[config.mk]
export PLATFORM = sky130hd
export DESIGN_NAME = shift_register_seq
export DESIGN_NICKNAME = d
export VERILOG_FILES = /design/src/rtl/shift_register_pkg.sv /design/src/rtl/shift_unit.sv /design/src/rtl/shift_register_seq.sv
export SDC_FILE = /design/constraint.sdc
export NUM_CORES = 1
export LEC_CHECK = 0
export CAP_MARGIN = 20
export CORE_MARGIN = 4
export CORE_UTILIZATION = 48
export DETAILED_ROUTE_END_ITERATION = 10
export PLACE_DENSITY = 0.79
export RECOVER_POWER = 50
export SETUP_SLACK_MARGIN = 0.5
export SYNTH_ARGS = -nofsm -noshare
export SYNTH_HDL_FRONTEND = slang
export SYNTH_SLANG_ARGS = --single-unit
[constraint.sdc]
create_clock -name clk -period 1.9 [get_ports clk]
set_clock_uncertainty 0.2 [all_clocks]
set_input_delay 0.38 -clock clk [delete_from_list [all_inputs] [get_ports clk]]
set_output_delay 0.38 -clock clk [all_outputs]
set_load 0.01 [all_outputs]
[src/rtl/shift_register_pkg.sv]
// Shared constants, state encoding and mode helper for the sequenced
// universal shift register.
package shift_register_pkg;

  localparam int unsigned MODE_W = 3;

  localparam logic [MODE_W-1:0] MODE_HOLD  = 3'd0;
  localparam logic [MODE_W-1:0] MODE_LOAD  = 3'd1;
  localparam logic [MODE_W-1:0] MODE_SHL   = 3'd2;
  localparam logic [MODE_W-1:0] MODE_SHR   = 3'd3;
  localparam logic [MODE_W-1:0] MODE_ROL   = 3'd4;
  localparam logic [MODE_W-1:0] MODE_ROR   = 3'd5;
  localparam logic [MODE_W-1:0] MODE_ASR   = 3'd6;
  localparam logic [MODE_W-1:0] MODE_CLEAR = 3'd7;

  typedef enum logic {
    ST_IDLE = 1'b0,
    ST_RUN  = 1'b1
  } state_e;

  // Only the shift/rotate modes may be run for multiple steps.
  function automatic logic is_shift_mode(input logic [MODE_W-1:0] m);
    return (m >= MODE_SHL) && (m <= MODE_ASR);
  endfunction

endpackage

[src/rtl/shift_unit.sv]
// Combinational next-value datapath for the universal shift register.
module shift_unit
  import shift_register_pkg::*;
#(
  parameter int unsigned WIDTH = 7
) (
  input  logic [WIDTH-1:0]  q_i,
  input  logic [MODE_W-1:0] mode_i,
  input  logic [WIDTH-1:0]  d_i,
  input  logic              sin_l_i,
  input  logic              sin_r_i,
  output logic [WIDTH-1:0]  q_next_c_o
);

  always_comb begin
    q_next_c_o = q_i;
    case (mode_i)
      MODE_HOLD:  q_next_c_o = q_i;
      MODE_LOAD:  q_next_c_o = d_i;
      MODE_SHL:   q_next_c_o = {q_i[WIDTH-2:0], sin_l_i};
      MODE_SHR:   q_next_c_o = {sin_r_i, q_i[WIDTH-1:1]};
      MODE_ROL:   q_next_c_o = {q_i[WIDTH-2:0], q_i[WIDTH-1]};
      MODE_ROR:   q_next_c_o = {q_i[0], q_i[WIDTH-1:1]};
      MODE_ASR:   q_next_c_o = {q_i[WIDTH-1], q_i[WIDTH-1:1]};
      MODE_CLEAR: q_next_c_o = '0;
      default:    q_next_c_o = q_i;
    endcase
  end

endmodule

[src/rtl/shift_register_seq.sv]
// Universal shift register with a multi-step sequencer: one start command
// runs a shift mode for a programmable number of enabled cycles.
module shift_register_seq
  import shift_register_pkg::*;
#(
  parameter int unsigned      WIDTH       = 7,
  parameter logic [WIDTH-1:0] RESET_VALUE = '0,
  parameter int unsigned      CNT_W       = $clog2(WIDTH + 1)
) (
  input  logic              clk,
  input  logic              reset,
  input  logic              enable,
  input  logic [MODE_W-1:0] mode,
  input  logic [WIDTH-1:0]  D,
  input  logic              sin_l,
  input  logic              sin_r,
  input  logic              start,
  input  logic [CNT_W-1:0]  amount,
  output logic [WIDTH-1:0]  Q,
  output logic              sout_l,
  output logic              sout_r,
  output logic              busy,
  output logic              done
);

  state_e            state_q, state_d;
  logic [WIDTH-1:0]  q_q, q_d;
  logic [CNT_W-1:0]  cnt_q, cnt_d;
  logic [MODE_W-1:0] mode_q, mode_d;
  logic              busy_q, busy_d;
  logic              done_q, done_d;
  logic [MODE_W-1:0] op_mode;
  logic [WIDTH-1:0]  q_next;

  // During a run the latched mode drives the datapath; live mode is ignored.
  assign op_mode = (state_q == ST_RUN) ? mode_q : mode;

  shift_unit #(
    .WIDTH (WIDTH)
  ) u_shift_unit (
    .q_i        (q_q),
    .mode_i     (op_mode),
    .d_i        (D),
    .sin_l_i    (sin_l),
    .sin_r_i    (sin_r),
    .q_next_c_o (q_next)
  );

  always_comb begin
    state_d = state_q;
    q_d     = q_q;
    cnt_d   = cnt_q;
    mode_d  = mode_q;
    done_d  = 1'b0;
    if (enable) begin
      case (state_q)
        ST_IDLE: begin
          if (start && is_shift_mode(mode)) begin
            // Accept edge leaves Q untouched; zero-length runs finish at once.
            if (amount != '0) begin
              mode_d  = mode;
              cnt_d   = amount;
              state_d = ST_RUN;
            end else begin
              done_d = 1'b1;
            end
          end else begin
            q_d = q_next;
          end
        end
        ST_RUN: begin
          q_d   = q_next;
          cnt_d = cnt_q - CNT_W'(1);
          if (cnt_q == CNT_W'(1)) begin
            state_d = ST_IDLE;
            done_d  = 1'b1;
          end
        end
        default: state_d = ST_IDLE;
      endcase
    end
    busy_d = (state_d == ST_RUN);
  end

  always_ff @(posedge clk or posedge reset) begin
    if (reset) begin
      state_q <= ST_IDLE;
      q_q     <= RESET_VALUE;
      cnt_q   <= '0;
      mode_q  <= MODE_HOLD;
      busy_q  <= 1'b0;
      done_q  <= 1'b0;
    end else begin
      state_q <= state_d;
      q_q     <= q_d;
      cnt_q   <= cnt_d;
      mode_q  <= mode_d;
      busy_q  <= busy_d;
      done_q  <= done_d;
    end
  end

  assign Q      = q_q;
  assign sout_l = q_q[WIDTH-1];
  assign sout_r = q_q[0];
  assign busy   = busy_q;
  assign done   = done_q;

endmodule
==> summary.txt, run 1 <==
Clocking
  – # H-tree levels: 1
  – Clock Tree Buf Depth: 2
  – Root Buffer: clkbuf_4
  – Hold buffers post-CTS: 0
  – CTS Buf Count: 3
  – Clk sink count: 15

Yosys
  – Syn. warnings: 0
  – Synth Area per Inst: 8.65 um^2
  – Post-synthesis sequential area ratio: 32.2%
  – Top_reg_cell synth: dfrtp_1
  – Cells after Synth: 135
  – Synth top area cells: dfrtp_1, mux2_2, buf_4, nand2_1, a221oi_1
  – Mapped Area: 1170 um^2
  – Register bit total from synthesis: 15
  – Post-synth EDFFs: 0
  – Post-synth top area share: 32.2%
  – Post-synth net total: 156
  – Post-synth cell types: 44
  – Yosys top cell by area: dfrtp_1
  – Asr flop ratio synth: 100%

Floorplanning
  – Initial Utilization: 51.8%
  – Num ports: 30
  – DIE HEIGHT: 57.3 um
  – Num rows: 17
  – Die width: 57.3 um

Place
  – Post-DP Area: 1660 um^2
  – Dpl cells: 204
  – Final HPWL DP: 2730 um
  – PortBufs: 29
  – Placer Congestion: 0.822

Outcome
  – Status: did not finish
  – Last stage: 5_1_grt
  – Log Error: [ERROR DPL-0038] Utilization greater than 100%, impossible to legalize

STA
  – Worst_ep grt: Q[6]$_DFFE_PP0P_/D
  – WEP type: sequential cell input

GRT
  – Largest net degree at the start of global routing: 10
[synthesized netlist by cell type (4+ instances only)]
| master | count |
|---|---|
| a21oi_1 | 4 |
| a221oi_1 | 5 |
| buf_4 | 7 |
| dfrtp_1 | 15 |
| inv_1 | 6 |
| mux2_2 | 6 |
| mux2i_1 | 4 |
| nand2_1 | 13 |
| nand3b_1 | 4 |
| nor2_1 | 11 |
| nor2b_1 | 4 |
| o21ai_0 | 6 |
| o31ai_1 | 5 |
[cells by family after synthesis]
group	after synthesis	synth area share [%]
AO/OA/AOI/OAI	38	23.6
XOR/XNOR	2	1.50
adder cells (fa/ha/maj)	2	2.14
buffers and inverters	18	9.00
flip-flops	15	32.2
multiplexers	10	9.22
AND/OR/NAND/NOR	50	22.4
[per-stage QoR]
stage	setup slack [ps]	setup TNS [ps]
floorplan	157	0
global placement	-427	-4380
detailed placement	-487	-5180
CTS	103	0
[timing repair]
item | 4_1_cts
setup buffers | 23
endpoints found under the setup margin | 26
pin swaps | 19
gates resized for setup | 101
cloned | 1
==> run 2, diff against run 1 <==
--- a/config.mk
+++ b/config.mk
@@ -6,12 +6,11 @@
 export NUM_CORES = 1
 export LEC_CHECK = 0
 export CAP_MARGIN = 20
-export CORE_MARGIN = 4
-export CORE_UTILIZATION = 48
+export CORE_AREA = 4 4 65 67
 export DETAILED_ROUTE_END_ITERATION = 10
-export PLACE_DENSITY = 0.79
+export DIE_AREA = 0 0 69 71
+export PLACE_DENSITY_LB_ADDON = 0.15
 export RECOVER_POWER = 50
-export SETUP_SLACK_MARGIN = 0.5
 export SYNTH_ARGS = -nofsm -noshare
 export SYNTH_HDL_FRONTEND = slang
 export SYNTH_SLANG_ARGS = --single-unit
==> run 2 against run 1 <==
The run now ends clean. Synthesized cell count is the same. Synthesized area is the same.
==> summary.txt, run 2 <==
Place
  – Final HPWL DP: 2590 um (-5.3%)
  – Placer Congestion: 0.907 (+10%)
  – PortBufs: 29 (unchanged)

Clocking
  – Root Buffer: clkbuf_8
  – CTS Buf Count: 3 (unchanged)
  – CTS tree: done
  – Clock Tree Buf Depth: 2 (unchanged)
  – # H-tree levels: 1 (unchanged)
  – Worst skew pair latency: 250 ps
  – Reg clk slew, reported paths: 70 ps
  – Clk sink count: 15 (unchanged)
  – Hold buffers post-CTS: 0 (unchanged)

Worst setup path
  – Worst Setup End Kind: flip-flop
  – Worst Path Required: 1840 ps
  – CP top delay family: flip-flops
  – Critical path cell sequence: buf_4 > nor2b_2 > a2111oi_2 > or4_1 > a21oi_2 > mux2_2
  – R2r endpoint: Q[6]
  – Crit path DAT: 1810 ps
  – R2r startpoint: busy
  – Critical path class: flip-flop to flip-flop
  – Critical Path Sink: Q[6]
  – Worst-case reg-to-reg path depth: 6
  – Number of cells on the critical path: 6
  – Max stage delay cell, worst path: dfrtp_2
  – Crit path buf inv count: 1
  – Worst Setup Start Kind: flip-flop
  – Flop2flop setup slack: 30 ps
  – Delay of the slowest critical-path stage: 440 ps
  – CP startpoint: busy
  – Critical path peak fanout: 5

STA
  – Setup tns final: 0 ps
  – Max-slew violation count: 0
  – Worst hold slack: 330 ps
  – Worst slew pin tran: 849 ps
  – Final period util: 98.5%
  – # setup viols final: 0
  – Rel. slew slack: 43.4%
  – Total count of hold-check failures in the final report: 0
  – RSZ-0062 raised after global routing: yes
  – Max Freq: 535 MHz
  – Crit path time final: 1870 ps

Routing
  – Drt drc: 0
  – 1st-pass router iterations: 4
  – Post-Route WL: 3490 um
  – Iter 0 DRT Violations: 61
  – WL per Instance: 14.7 um
  – Final ANT Viol Nets: 0
  – Routed via count: 1243
  – Vias/cell: 5.22

Yosys
  – Post-synthesis sequential area ratio: 32.2% (unchanged)
  – Syn. warnings: 0 (unchanged)
  – Synth top area cells: dfrtp_1, mux2_2, buf_4, nand2_1, a221oi_1
  – Register bit total from synthesis: 15 (unchanged)
  – Post-synth top area share: 32.2% (unchanged)
  – Synth Area per Inst: 8.65 um^2 (unchanged)
  – Top_reg_cell synth: dfrtp_1
  – Yosys top cell by area: dfrtp_1
  – Post-synth net total: 156 (unchanged)
  – Post-synth EDFFs: 0 (unchanged)
  – Post-synth cell types: 44 (unchanged)
  – Mapped Area: 1170 um^2 (unchanged)
  – Post-synth top cells: dfrtp_1, nand2_1, nor2_1
  – Asr flop ratio synth: 100% (unchanged)
  – Cells after Synth: 135 (unchanged)
  – Most common cell in the netlist: dfrtp_1

GRT
  – Largest net degree at the start of global routing: 16
  – GR Util All Layers: 14.8%
  – Initial antenna violation count: 0
  – Number of global-route vias before repair: 1293
  – First-pass GRT wire length: 5930 um
  – Grt ovf: 0

Flow run
  – Maxcap violations: 0

Floorplanning
  – DIE HEIGHT: 71 um (+24%)
  – Core area: 3630 um^2
  – Num rows: 22 (+5)
  – Num ports: 30 (unchanged)
  – DIE AREA: 4900 um^2
  – Initial Utilization: 32.1% (-20 points)
  – Die width: 69 um (+20%)

Final layout
  – NumNets Final: 212
  – Share of layout cells above drive strength 1: 31.1%
  – Commonest non-fill, non-tap cells in the layout: buf_4, clkdlybuf4s50_1, nand2_1
  – Most common cell after layout, fill and taps aside: buf_4
  – Max FFs per register: 7
  – Fillers: 379
  – P&R area growth vs syn: 54.0%
  – ANT cells: 0

Power
  – Leak: 0.788 nW
  – Power, Total: 2.60 mW
  – PwrDens: 1440 nW/um^2
  – Max IR drop VDD: 0.469 mV

Hold path
  – Min-Delay Path Class: flip-flop to flip-flop

Outcome
  – Status: finished, final reports clean
## run 2: routing by layer
layer	track usage, %	part of all wire [%]	vias up
met3	2.84	3.5	10
met5	0	0	-
met1	18.3	44	594
met2	24.7	50	34
li1	-	-	605
met4	7.38	3.1	0
## run 2: layout make-up
| class | count | area, um^2 | share of cell area, % |
|---|---|---|---|
| clock buffers | 3 | 41.3 | 2.30 |
| clock inverters | 1 | 5.00 | 0.278 |
| inverters | 6 | 22.5 | 1.25 |
| multi-input cells | 102 | 746 | 41.5 |
| flip-flops and latches | 15 | 379 | 21.1 |
| well taps | 48 | 60.1 | 3.34 |
| repair buffers | 63 | 544 | 30.3 |
## run 2: report_power, final
part	internal [mW]	switching [mW]	leakage (nW)	total, mW
Clock	0.145	0.116	0.0255	0.261
Combinational	0.912	0.745	0.581	1.66
Sequential	0.476	0.203	0.181	0.679
Total	1.53	1.06	0.788	2.60
## run 2: cell families (layout without fill, tap and decap cells)
group,count (synthesis),count (layout),synth area share [%]
AO/OA/AOI/OAI,38,38,23.6
AND/OR/NAND/NOR,50,50,22.4
XOR/XNOR,2,2,1.50
multiplexers,10,10,9.22
flip-flops,15,15,32.2
adder cells (fa/ha/maj),2,2,2.14
buffers and inverters,18,73,9.00
## run 2: worst min-delay path by stage
stage / startpoint / to / slack, ps / cells after the start
detailed placement: cnt_q[1] / cnt_q[1] / 320 / 1
finish: cnt_q[1] / cnt_q[1] / 330 / 1
global route: cnt_q[1] / cnt_q[1] / 360 / 1
floorplan: reset / Q[0] / 80 / 1
CTS: reset / Q[1] / 240 / 3
global placement: cnt_q[1] / cnt_q[1] / 290 / 1
## run 2: what timing repair did
action | in CTS | in global routing
gates resized for setup | 11 | 15
gates cloned | 0 | 1
buffers inserted | 4 | 1
setup endpoints to repair | 14 | 9
pin swaps | 1 | 6
endpoints found under the hold margin | 0 | 0
## run 2: stage by stage
step	cells	worst slack [ps]	utilization, %	cell area, um^2
finish	238	29.2	49.5	1800
global route	238	-55.8	49.5	1800
CTS	236	-4.99	47.9	1740
detailed placement	228	-493	45.3	1650
global placement	228	-441	45.3	1650
floorplan	135	38.8	-	1170
(Power assumes the default switching activity.)
